[src/rtl/pipeline_stall_ctrl_if.sv]
// pipeline_stall_ctrl_if: stall requests, exception redirect and status between pipeline and stall controller
interface pipeline_stall_ctrl_if #(
    parameter int ADDR_WIDTH = 32,
    parameter int PERF_WIDTH = 32
);
    logic                  stall_req_if;
    logic                  stall_req_id;
    logic                  stall_req_ex;
    logic                  stall_req_mem;
    logic                  exc_req;
    logic [ADDR_WIDTH-1:0] exc_pc_in;
    logic                  timeout_clr;
    logic                  perf_clr;
    logic [4:0]            stall;
    logic                  flush;
    logic [ADDR_WIDTH-1:0] flush_pc;
    logic                  stall_timeout;
    logic [PERF_WIDTH-1:0] stall_cycles;

    modport master (
        output stall_req_if, stall_req_id, stall_req_ex, stall_req_mem,
               exc_req, exc_pc_in, timeout_clr, perf_clr,
        input  stall, flush, flush_pc, stall_timeout, stall_cycles
    );

    modport slave (
        input  stall_req_if, stall_req_id, stall_req_ex, stall_req_mem,
               exc_req, exc_pc_in, timeout_clr, perf_clr,
        output stall, flush, flush_pc, stall_timeout, stall_cycles
    );
endinterface

[src/rtl/pipeline_stall_ctrl.sv]
// pipeline_stall_ctrl: stall vector encoding, memory-safe flush sequencing, stall watchdog and stall-cycle counter
module pipeline_stall_ctrl #(
    parameter int ADDR_WIDTH = 32,
    parameter int TIMEOUT    = 1024,
    parameter int PERF_WIDTH = 32
) (
    input logic                clk,
    input logic                rst,
    pipeline_stall_ctrl_if.slave bus
);
    localparam int WW = $clog2(TIMEOUT + 1);

    typedef enum logic [1:0] {IDLE, PENDING, FLUSH} state_t;

    state_t                state, state_nx;
    logic [4:0]            stall_enc;
    logic [4:0]            stall;
    logic                  latch;
    logic [ADDR_WIDTH-1:0] flush_pc;
    logic [WW-1:0]         wd_cnt;
    logic                  stall_timeout;
    logic [PERF_WIDTH-1:0] stall_cycles;

    always_comb begin
        stall_enc = bus.stall_req_mem ? 5'b01111 :
                    bus.stall_req_ex  ? 5'b00111 :
                    bus.stall_req_id  ? 5'b00011 :
                    bus.stall_req_if  ? 5'b00001 : 5'b00000;
        stall     = (rst || state == FLUSH) ? 5'b00000 : stall_enc;
        latch     = state == IDLE && bus.exc_req;
        state_nx  = state == IDLE    ? (bus.exc_req ? (bus.stall_req_mem ? PENDING : FLUSH) : IDLE) :
                    state == PENDING ? (bus.stall_req_mem ? PENDING : FLUSH) : IDLE;
    end

    always_ff @(posedge clk) begin
        if (rst) begin
            state         <= IDLE;
            flush_pc      <= '0;
            wd_cnt        <= '0;
            stall_timeout <= 1'b0;
            stall_cycles  <= '0;
        end else begin
            state <= state_nx;
            if (latch)
                flush_pc <= bus.exc_pc_in;
            wd_cnt <= (stall == 5'b0) ? '0 : (wd_cnt == WW'(TIMEOUT)) ? wd_cnt : wd_cnt + 1'b1;
            // the edge that brings the count to TIMEOUT raises the flag; set beats clear
            if (stall != 5'b0 && wd_cnt >= WW'(TIMEOUT - 1))
                stall_timeout <= 1'b1;
            else if (bus.timeout_clr)
                stall_timeout <= 1'b0;
            stall_cycles <= bus.perf_clr ? '0 :
                            (stall[0] && !(&stall_cycles)) ? stall_cycles + 1'b1 : stall_cycles;
        end
    end

    assign bus.stall         = stall;
    assign bus.flush         = state == FLUSH;
    assign bus.flush_pc      = flush_pc;
    assign bus.stall_timeout = stall_timeout;
    assign bus.stall_cycles  = stall_cycles;
endmodule

[src/flat_wrapper.sv]
// flat-port wrapper written by rule: the top's interface ports become plain ports
module pipeline_stall_ctrl_flat 
#(
    parameter int ADDR_WIDTH = 32,
    parameter int TIMEOUT    = 1024,
    parameter int PERF_WIDTH = 32
)
  (clk, rst, bus_stall_req_if, bus_stall_req_id, bus_stall_req_ex, bus_stall_req_mem, bus_exc_req, bus_exc_pc_in, bus_timeout_clr, bus_perf_clr, bus_stall, bus_flush, bus_flush_pc, bus_stall_timeout, bus_stall_cycles);
  pipeline_stall_ctrl_if #(.ADDR_WIDTH(ADDR_WIDTH), .PERF_WIDTH(PERF_WIDTH)) bus_i ();
  input logic clk;
  input logic rst;
  input wire logic [$bits(bus_i.stall_req_if)-1:0] bus_stall_req_if;
  input wire logic [$bits(bus_i.stall_req_id)-1:0] bus_stall_req_id;
  input wire logic [$bits(bus_i.stall_req_ex)-1:0] bus_stall_req_ex;
  input wire logic [$bits(bus_i.stall_req_mem)-1:0] bus_stall_req_mem;
  input wire logic [$bits(bus_i.exc_req)-1:0] bus_exc_req;
  input wire logic [$bits(bus_i.exc_pc_in)-1:0] bus_exc_pc_in;
  input wire logic [$bits(bus_i.timeout_clr)-1:0] bus_timeout_clr;
  input wire logic [$bits(bus_i.perf_clr)-1:0] bus_perf_clr;
  output wire logic [$bits(bus_i.stall)-1:0] bus_stall;
  output wire logic [$bits(bus_i.flush)-1:0] bus_flush;
  output wire logic [$bits(bus_i.flush_pc)-1:0] bus_flush_pc;
  output wire logic [$bits(bus_i.stall_timeout)-1:0] bus_stall_timeout;
  output wire logic [$bits(bus_i.stall_cycles)-1:0] bus_stall_cycles;
  assign bus_i.stall_req_if = bus_stall_req_if;
  assign bus_i.stall_req_id = bus_stall_req_id;
  assign bus_i.stall_req_ex = bus_stall_req_ex;
  assign bus_i.stall_req_mem = bus_stall_req_mem;
  assign bus_i.exc_req = bus_exc_req;
  assign bus_i.exc_pc_in = bus_exc_pc_in;
  assign bus_i.timeout_clr = bus_timeout_clr;
  assign bus_i.perf_clr = bus_perf_clr;
  assign bus_stall = bus_i.stall;
  assign bus_flush = bus_i.flush;
  assign bus_flush_pc = bus_i.flush_pc;
  assign bus_stall_timeout = bus_i.stall_timeout;
  assign bus_stall_cycles = bus_i.stall_cycles;
  pipeline_stall_ctrl #(.ADDR_WIDTH(ADDR_WIDTH), .TIMEOUT(TIMEOUT), .PERF_WIDTH(PERF_WIDTH)) u_core (.clk(clk), .rst(rst), .bus(bus_i));
endmodule
[config.mk]
export PLATFORM = sky130hd
export DESIGN_NAME = pipeline_stall_ctrl_flat
export DESIGN_NICKNAME = d
export VERILOG_FILES = /design/src/rtl/pipeline_stall_ctrl_if.sv /design/src/rtl/pipeline_stall_ctrl.sv /design/src/flat_wrapper.sv
export SDC_FILE = /design/constraint.sdc
export NUM_CORES = 1
export LEC_CHECK = 0
export ABC_CLOCK_PERIOD_IN_PS = 3360
export BUFFER_PORTS_ARGS = -buffer_cell sky130_fd_sc_hd__buf_2
export CAP_MARGIN = 40
export CORE_AREA = 5 5 104 106
export CTS_CLUSTER_DIAMETER = 200
export DETAILED_ROUTE_END_ITERATION = 10
export DIE_AREA = 0 0 109 111
export GPL_ROUTABILITY_DRIVEN = 0
export MAX_ROUTING_LAYER = met4
export PLACE_DENSITY = 0.66
export SLEW_MARGIN = 20
export SYNTH_ARGS = -nofsm -noshare
export SYNTH_HDL_FRONTEND = slang
export SYNTH_SLANG_ARGS = --single-unit
export TNS_END_PERCENT = 1
[constraint.sdc]
create_clock -name clk -period 3.36 [get_ports clk]
set_input_delay 0.672 -clock clk [delete_from_list [all_inputs] [get_ports clk]]
set_output_delay 0.672 -clock clk [all_outputs]
set_load 0.03 [all_outputs]
==> tab_implementation.tex, run 1 <==
\begin{tabular}{lr}
\hline
Metric & Value \\
\hline
\multicolumn{2}{l}{\textbf{STA}} \\
\quad Number of max-slew violations in the final report & 0 \\
\quad Number of failing hold endpoints at the final stage & 0 \\
\quad Final cycle utilization of the critical path & 78.8\% \\
\quad RSZ-0062 raised after global routing & false \\
\quad Fmax & 378 MHz \\
\quad Post-layout worst setup margin & about 0.71 ns \\
\quad Worst relative slew slack & 58.0\% \\
\quad Final Skew & 0.00978 ns \\
\quad Total Negative Setup Slacks & 0 ns \\
\quad Number of failing setup endpoints in the final timing report & 0 \\
\quad Time the worst path needs with I/O delays and setup & 2.65 ns \\
\quad Least-Margin Pin Slew & 0.625 ns \\
\multicolumn{2}{l}{\textbf{Drt}} \\
\quad Post-route DRC & 0 \\
\quad Average wire per standard cell & approximately 13 um \\
\quad Vias per std cell & 5.03 \\
\quad Total routed wirelength & 8660 um \\
\quad Iteration-0 DRC Markers & 171 \\
\quad Count of antenna-violating nets left after detailed routing & 0 \\
\quad First drt pass iteration count & 4 \\
\quad Via total after detailed routing & 3,308 \\
\multicolumn{2}{l}{\textbf{Worst hold path}} \\
\quad HP Class & register to register \\
\multicolumn{2}{l}{\textbf{Critical path}} \\
\quad Ordered cell list for the critical path & buf\_2 > nor4\_1 > or3\_1 > clkinv\_1 > buf\_2 \\
\quad Endpoint of the worst register-to-register path & u\_core.bus.stall\_cycles[6]\$\_SDFFE\_PP0P\_ \\
\quad Required @ worst endpoint & 2.69 ns \\
\quad Path type of the worst setup path & input port to primary output \\
\quad Critical-path cell with the highest stage delay & sky130\_fd\_sc\_hd\_\_nor4\_1 \\
\quad Flop-to-flop setup slack & 0.86 ns \\
\quad Reg-to-reg critical path startpoint & u\_core.bus.stall\_cycles[0]\$\_SDFFE\_PP0P\_ \\
\quad Setup crit start kind & input port \\
\quad Critical path's most frequent cell & sky130\_fd\_sc\_hd\_\_buf\_2 \\
\quad Data arrival time of the worst path & just under 2 ns \\
\quad Logic depth of the worst register-to-register path & 7 \\
\quad Slowest stage delay, CP & around 0.43 ns \\
\quad Critical Path End Type & primary output \\
\quad Crit path launch & bus\_stall\_req\_mem \\
\quad CP max FO & 11 \\
\quad Critical path endpoint & bus\_stall[0] \\
\multicolumn{2}{l}{\textbf{Clock tree}} \\
\quad CTS resizes & 0 \\
\quad Clock Tree Buf Depth & 2 \\
\quad CTS H-tree depth & 3 \\
\quad TritonCTS Buffers & 9 \\
\quad Insertion delay of the later-clocked pin in the worst-skew pair & 0.34 ns \\
\quad Clock-pin slew reported for the worst setup and hold paths after clock tree synthesis & 0.08 ns \\
\quad Clock tree from TritonCTS & yes \\
\quad Setup repair bufs after CTS & 0 \\
\quad CTS root buffer & sky130\_fd\_sc\_hd\_\_clkbuf\_8 \\
\quad Total clock sinks & 78 \\
\quad Cts-stage hold buffer count & 0 \\
\multicolumn{2}{l}{\textbf{Pwr}} \\
\quad Cell leakage power & 1.70 nW \\
\quad Maximum vdd ir drop & between 200 and 250 uV \\
\quad Power density over the cells & 457 nW/um2 \\
\quad Total power draw & 1.94 mW \\
\multicolumn{2}{l}{\textbf{Floorplanning}} \\
\quad Initial core utilization & about a third \\
\quad IO Count & 112 \\
\quad Floorplan die area & 12,100 um2 \\
\quad Die Y-Extent & 111 um \\
\quad Row count & 36 \\
\quad Horizontal die dimension & 109 um \\
\quad Core Region & 9680 um2 \\
\multicolumn{2}{l}{\textbf{Run status}} \\
\quad Outcome & finished clean \\
\multicolumn{2}{l}{\textbf{Logic synthesis}} \\
\quad Number of synthesized register bits & 78 \\
\quad Number of different library cells in the post-synthesis netlist & between 40 and 50 \\
\quad Total of warnings raised by yosys & 0 \\
\quad Fraction of registers with async set/reset & 0\% \\
\quad Number of enable flip-flop cells after synthesis & 0 \\
\quad Post-synth top area cell & sky130\_fd\_sc\_hd\_\_dfxtp\_1 \\
\quad Synthesized Nets & 457 \\
\quad Post-synthesis instance area & 3340 um2 \\
\quad Prevailing post-synth register cell & sky130\_fd\_sc\_hd\_\_dfxtp\_1 \\
\quad Fraction of post-synthesis cell area in the top cell type by area & 46.7\% \\
\quad Mean area per synthesized cell & 8.10 um2 \\
\quad Post-synthesis instance total & approximately 410 \\
\quad Sequential cell area fraction in the yosys report & 46.7\% \\
\quad Synth top area cells & sky130\_fd\_sc\_hd\_\_dfxtp\_1 47\%, sky130\_fd\_sc\_hd\_\_nand2\_1 9.8\%, sky130\_fd\_sc\_hd\_\_a21oi\_1 9.1\% \\
\multicolumn{2}{l}{\textbf{Placement}} \\
\quad Number of input and output port buffers inserted & 110 \\
\quad HPWL reported at the end of detailed placement & 6450 um \\
\quad Setup WS pre-CTS & 0.671 ns \\
\quad Instance area after placement & about 4000 um2 \\
\multicolumn{2}{l}{\textbf{Global route}} \\
\quad First-pass GRT wire length & 14,500 um \\
\quad Total routing usage reported by global routing & 15.0\% \\
\quad Initial antenna violation count & 0 \\
\quad Via count of the first global-routing pass & a little over 3,000 \\
\quad Largest net degree at the start of global routing & 42 \\
\quad Grt ovf & 0 \\
\multicolumn{2}{l}{\textbf{Layout}} \\
\quad Sequential standard cell area & 1560 um2 \\
\quad Final non-filler cell area & 4240 um2 \\
\quad Count of fill cells added during filler insertion & just under 1,000 \\
\quad Multi-input gate area & about 1700 um2 \\
\quad Utilization after layout & between 40\% and 50\% \\
\quad Area delta synth->final & 26.7\% \\
\quad Layout Nets & 565 \\
\quad Antenna diode instance count & 0 \\
\quad Layout cell share with drive strength beyond 1 & 26.7\% \\
\multicolumn{2}{l}{\textbf{Job}} \\
\quad Max Cap Viol & 0 \\
\hline
\end{tabular}
## flip-flops by register name, summed over array words and instances, names as in the netlist
name and flops:
u_core.bus.flush_pc 32, u_core.bus.stall_cycles 32, u_core.wd_cnt 11, u_core.state 2
u_core.bus.stall_timeout 1
## synth_stat cells, types with 3 or more instances
cell type / number
sky130_fd_sc_hd__xor2_1: 6
sky130_fd_sc_hd__o21ai_0: 22
sky130_fd_sc_hd__nand3_1: 11
sky130_fd_sc_hd__or3_1: 24
sky130_fd_sc_hd__dfxtp_1: 78
sky130_fd_sc_hd__nand2_1: 87
sky130_fd_sc_hd__nor2_1: 19
sky130_fd_sc_hd__nor4_1: 7
sky130_fd_sc_hd__o211ai_1: 3
sky130_fd_sc_hd__xnor2_1: 4
sky130_fd_sc_hd__or4_1: 7
sky130_fd_sc_hd__inv_1: 10
sky130_fd_sc_hd__a21oi_1: 61
sky130_fd_sc_hd__nand4_1: 13
sky130_fd_sc_hd__nor3_1: 7
sky130_fd_sc_hd__clkbuf_1: 14
sky130_fd_sc_hd__ha_1: 3
sky130_fd_sc_hd__o31ai_1: 4
sky130_fd_sc_hd__and4_1: 3
sky130_fd_sc_hd__or2_2: 4
## worst min-delay path by stage
stage | startpoint | end | slack, ns | depth (start not counted)
after CTS | u_core.bus.flush_pc[17]$_SDFFE_PP0P_ | u_core.bus.flush_pc[17]$_SDFFE_PP0P_ | 0.46 | 2
final | u_core.bus.flush_pc[17]$_SDFFE_PP0P_ | u_core.bus.flush_pc[17]$_SDFFE_PP0P_ | 0.45 | 2
after floorplan | u_core.state[1]$_SDFF_PP0_ | u_core.state[1]$_SDFF_PP0_ | 0.45 | 1
after global routing | u_core.bus.flush_pc[17]$_SDFFE_PP0P_ | u_core.bus.flush_pc[17]$_SDFFE_PP0P_ | 0.48 | 2
after global placement | u_core.bus.flush_pc[15]$_SDFFE_PP0P_ | u_core.bus.flush_pc[15]$_SDFFE_PP0P_ | 0.44 | 2
after detailed placement | u_core.bus.flush_pc[17]$_SDFFE_PP0P_ | u_core.bus.flush_pc[17]$_SDFFE_PP0P_ | 0.44 | 2
## cell type report
| cell class | instances | area share, % |
|---|---|---|
| Multi-Input combinational cell | 306 | 39.1 |
| Tap cell | 133 | 3.93 |
| Timing Repair Buffer | 115 | 14.2 |
| Clock inverter | 6 | 2.04 |
| Clock buffer | 9 | 2.92 |
| Inverter | 11 | 0.974 |
| Sequential cell | 78 | 36.8 |
## cell families after synthesis
family / Yosys count / share of synthesized area, %
AND/OR/NAND/NOR: 194 / 29.3
flip-flops: 78 / 46.7
other: 1 / 0.112
buffers and inverters: 29 / 3.74
adder cells (fa/ha/maj): 3 / 1.12
AO/OA/AOI/OAI: 95 / 15.5
multiplexers: 3 / 0.935
XOR/XNOR: 10 / 2.62
## metal layers
metal,part of all wire [%],track usage [%],up-vias,wire length [um]
met5,0,-,-,0
met4,2.5,6.57,0,215
met3,3.5,2.33,14,307
met2,50,24.7,81,4320
met1,44,18.0,1533,3820
li1,-,-,1680,-
## power breakdown
group | internal (mW) | leakage, nW | switching, mW
registers | 0.953 | 0.634 | 0.0172
logic | 0.0712 | 0.964 | 0.146
clock network | 0.414 | 0.105 | 0.334
total | 1.44 | 1.70 | 0.497
## stage by stage
| stage | hold WS, ns | std cells |
|---|---|---|
| 3_5_place_dp | 0.445 | 642 |
| 3_3_place_gp | 0.439 | 640 |
| 5_1_grt | 0.476 | 658 |
| 6_report | 0.453 | 658 |
| 4_1_cts | 0.456 | 657 |
| 2_1_floorplan | 0.445 | 413 |
## critical path: cells and delay by family
| family | cells | cell delay [ns] |
|---|---|---|
| buffers and inverters | 3 | 0.47 |
| AND/OR/NAND/NOR | 2 | 0.83 |
## placed cells by master (no fill, tap or decap), types with 2 or more instances in the layout
cell and instances:
sky130_fd_sc_hd__nand2_1 87, sky130_fd_sc_hd__nor4b_1 2, sky130_fd_sc_hd__dfxtp_1 78, sky130_fd_sc_hd__nor4_1 7, sky130_fd_sc_hd__or3_1 24, sky130_fd_sc_hd__buf_4 2, sky130_fd_sc_hd__o211ai_1 3, sky130_fd_sc_hd__inv_1 10
sky130_fd_sc_hd__o21ai_0 22, sky130_fd_sc_hd__buf_2 111, sky130_fd_sc_hd__buf_8 2, sky130_fd_sc_hd__and4_1 3, sky130_fd_sc_hd__or4_1 7, sky130_fd_sc_hd__xnor2_1 4, sky130_fd_sc_hd__or2_2 4, sky130_fd_sc_hd__clkbuf_8 9
sky130_fd_sc_hd__nor3_1 7, sky130_fd_sc_hd__o31ai_1 4, sky130_fd_sc_hd__ha_1 3, sky130_fd_sc_hd__mux2i_1 2, sky130_fd_sc_hd__nand3_1 11, sky130_fd_sc_hd__nand4_1 13, sky130_fd_sc_hd__nand4b_1 2, sky130_fd_sc_hd__xor2_1 6
sky130_fd_sc_hd__and2_1 2, sky130_fd_sc_hd__bufinv_16 2, sky130_fd_sc_hd__nor2_1 19, sky130_fd_sc_hd__a21oi_1 61, sky130_fd_sc_hd__clkinv_2 2
(Power assumes the default switching activity.)
==> run 2, diff against run 1 <==
ABC_CLOCK_PERIOD_IN_PS = 2200   (was 3360)
PLACE_DENSITY = 0.68   (was 0.66)
clock period = 2.2 ns   (was 3.36 ns; I/O delays follow)
==> tab_implementation.tex, run 2 (synthesis gave the netlist of run 1 again) <==
\begin{tabular}{lr}
\hline
Metric & Value \\
\hline
\multicolumn{2}{l}{\textbf{Pwr}} \\
\quad Share of power burned in registers & 51.9\% \\
\quad Logic pwr share & 11.9\% \\
\quad Power density over the cells & 650 nW/um2 \\
\quad Part of the power in the clock network & 36.2\% \\
\quad Net load switching power & 0.803 mW \\
\quad Cell leakage power & 1.79 nW \\
\quad Sw frac & 28.1\% \\
\quad Internal power component & $\sim$2 mW \\
\quad Maximum vdd ir drop & between 300 and 400 uV \\
\multicolumn{2}{l}{\textbf{Drt}} \\
\quad Vias per std cell & 4.94 \\
\quad Count of antenna-violating nets left after detailed routing & 0 \\
\quad Iteration-0 DRC Markers & 190 \\
\quad Average wire per standard cell & 13.3 um \\
\quad Post-route DRC & 0 \\
\quad Total routed wirelength & 9020 um \\
\quad First drt pass iteration count & 4 \\
\quad Via total after detailed routing & 3,355 \\
\multicolumn{2}{l}{\textbf{Critical path}} \\
\quad Ordered cell list for the critical path & ha\_2 > nand3\_4 > or4\_4 > o31a\_1 > a211o\_1 > nand2\_1 \\
\quad Critical-path cell with the highest stage delay & sky130\_fd\_sc\_hd\_\_or4\_4 \\
\quad Required @ worst endpoint & approximately 2.5 ns \\
\quad Setup crit start kind & register \\
\quad Critical Path End Type & register \\
\quad CP max FO & 7 \\
\quad Data arrival time of the worst path & 2.39 ns \\
\quad Buffers and inverters on the worst path & 0 \\
\quad Category of cells accounting for the largest share of critical-path delay & simple AND/OR/NAND/NOR gates \\
\quad Slowest stage delay, CP & 0.57 ns \\
\quad Path type of the worst setup path & register to register \\
\multicolumn{2}{l}{\textbf{Clock tree}} \\
\quad TritonCTS Buffers & 9 \\
\quad Clock-pin slew reported for the worst setup and hold paths after clock tree synthesis & 0.09 ns \\
\quad Total clock sinks & 78 \\
\quad CTS root buffer & sky130\_fd\_sc\_hd\_\_clkbuf\_8 \\
\quad Insertion delay of the later-clocked pin in the worst-skew pair & 0.35 ns \\
\quad CTS H-tree depth & 3 \\
\quad Clock Tree Buf Depth & 2 \\
\quad Clock tree from TritonCTS & yes \\
\multicolumn{2}{l}{\textbf{STA}} \\
\quad Worst relative slew slack & 65.7\% \\
\quad Fmax & 480 MHz \\
\quad Total Negative Setup Slacks & 0 ns \\
\quad Time the worst path needs with I/O delays and setup & 2.08 ns \\
\quad RSZ-0062 raised after global routing & false \\
\quad Number of failing hold endpoints at the final stage & 0 \\
\quad Least-Margin Pin Slew & 0.510 ns \\
\quad Number of max-slew violations in the final report & 0 \\
\quad Final cycle utilization of the critical path & around 95\% \\
\quad Final Skew & 0.00866 ns \\
\quad Number of failing setup endpoints in the final timing report & 0 \\
\multicolumn{2}{l}{\textbf{Global route}} \\
\quad Largest net degree at the start of global routing & between 40 and 50 \\
\quad Grt ovf & 0 \\
\quad Total routing usage reported by global routing & 16.0\% \\
\quad First-pass GRT wire length & 15,400 um \\
\quad Initial antenna violation count & 0 \\
\quad Via count of the first global-routing pass & 3,260 \\
\multicolumn{2}{l}{\textbf{Layout}} \\
\quad Area delta synth->final & 31.2\% \\
\quad Layout Nets & 585 \\
\quad Regs by FF count & u\_core.bus.flush\_pc: 32 flops, u\_core.bus.stall\_cycles: 32 flops, u\_core.wd\_cnt: 11 flops \\
\quad Commonest cells after routing, fill and taps aside & 110 x sky130\_fd\_sc\_hd\_\_buf\_2, 87 x sky130\_fd\_sc\_hd\_\_nand2\_1, 74 x sky130\_fd\_sc\_hd\_\_dfxtp\_1 \\
\quad Commonest non-fill, non-tap cell in the layout & sky130\_fd\_sc\_hd\_\_buf\_2 \\
\quad Antenna diode instance count & 0 \\
\quad Utilization after layout & 45.3\% \\
\quad Count of fill cells added during filler insertion & 969 \\
\quad Layout cell share with drive strength beyond 1 & 31.1\% \\
\multicolumn{2}{l}{\textbf{Floorplanning}} \\
\quad IO Count & between 100 and 150 \\
\quad Horizontal die dimension & 109 um \\
\quad Die Y-Extent & 111 um \\
\quad Floorplan die area & 12,100 um2 \\
\quad Initial core utilization & around a third \\
\quad Core Region & 9680 um2 \\
\quad Row count & 36 \\
\multicolumn{2}{l}{\textbf{Worst hold path}} \\
\quad HP Class & input port to register \\
\multicolumn{2}{l}{\textbf{Run status}} \\
\quad Outcome & finished clean \\
\multicolumn{2}{l}{\textbf{Placement}} \\
\quad HPWL reported at the end of detailed placement & 6770 um \\
\quad Number of input and output port buffers inserted & between 100 and 150 \\
\multicolumn{2}{l}{\textbf{Job}} \\
\quad Max Cap Viol & 0 \\
\hline
\end{tabular}
==> run 2: cell count changes in the layout (fill, tap and decap cells not counted), sizes merged <==
cell      change
buf          +20
inv           +1
clkinv        -1
bufinv        -2
clkbuf        +2
clkinvlp      +1
==> run 2: path summary, 6_finish.rpt <==
| check | startpoint | end | slack [ns] | cells after the start |
|---|---|---|---|---|
| max | u_core.bus.stall_cycles[1]$_SDFFE_PP0P_ | u_core.bus.stall_cycles[11]$_SDFFE_PP0P_ | 0.12 | 6 |
| min | bus_exc_pc_in[24] | u_core.bus.flush_pc[24]$_SDFFE_PP0P_ | 0.32 | 3 |
| max reg2reg | u_core.bus.stall_cycles[1]$_SDFFE_PP0P_ | u_core.bus.stall_cycles[11]$_SDFFE_PP0P_ | 0.12 | 6 |
| min reg2reg | u_core.bus.flush_pc[29]$_SDFFE_PP0P_ | u_core.bus.flush_pc[29]$_SDFFE_PP0P_ | 0.45 | 2 |
==> run 2: area by class of cell <==
class | instances | area [um2] | share of cell area (%)
Multi-Input combinational cell | 306 | 1680 | 38.4
Clock buffer | 11 | 151 | 3.45
Sequential cell | 78 | 1570 | 35.7
Tap cell | 133 | 166 | 3.79
Clock inverter | 5 | 41.3 | 0.941
Inverter | 11 | 41.3 | 0.941
Timing Repair Buffer | 135 | 738 | 16.8
==> run 2: tightest hold or removal path, stage by stage <==
cell and delay, ns:
sky130_fd_sc_hd__buf_2 0.10, sky130_fd_sc_hd__nand2_1 0.05, sky130_fd_sc_hd__a21oi_1 0.05
==> run 2: power groups by stage <==
| stage | clock network, mW | logic (mW) | registers, mW |
|---|---|---|---|
| 2_1_floorplan | 0 | 0.143 | 1.59 |
| 3_3_place_gp | 0 | 0.338 | 1.51 |
| 3_5_place_dp | 0 | 0.344 | 1.51 |
| 4_1_cts | 1.08 | 0.344 | 1.48 |
| 5_1_grt | 1.13 | 0.375 | 1.49 |
| 6_report | 1.03 | 0.339 | 1.48 |
==> run 2: metrics by stage <==
step	instance area, um2	power (mW)	instances	setup slack, ns	hold slack (ns)
floorplan	3350	1.73	413	0.00129	0.445
finish	4390	2.85	679	0.116	0.318
CTS	4350	2.90	677	0.0670	0.294
global placement	4150	1.85	661	0.0815	0.438
detailed placement	4150	1.86	661	0.0253	0.446
global route	4390	3.00	679	0.0145	0.298
==> run 2: timing repair <==
action                                  in CTS  in global routing
gates resized for setup                      0                  8
endpoints found under the setup margin       0                 18
hold buffers                                 0                  0
setup buffers                                0                  2
endpoints found under the hold margin        0                  0
==> run 2: metal layers <==
layer	vias to the layer above	global-route usage, %	wire length [um]
met4	0	6.73	196
met3	18	3.20	290
met2	65	26.5	4620
met5	-	-	0
li1	1714	-	-
met1	1558	18.7	3920
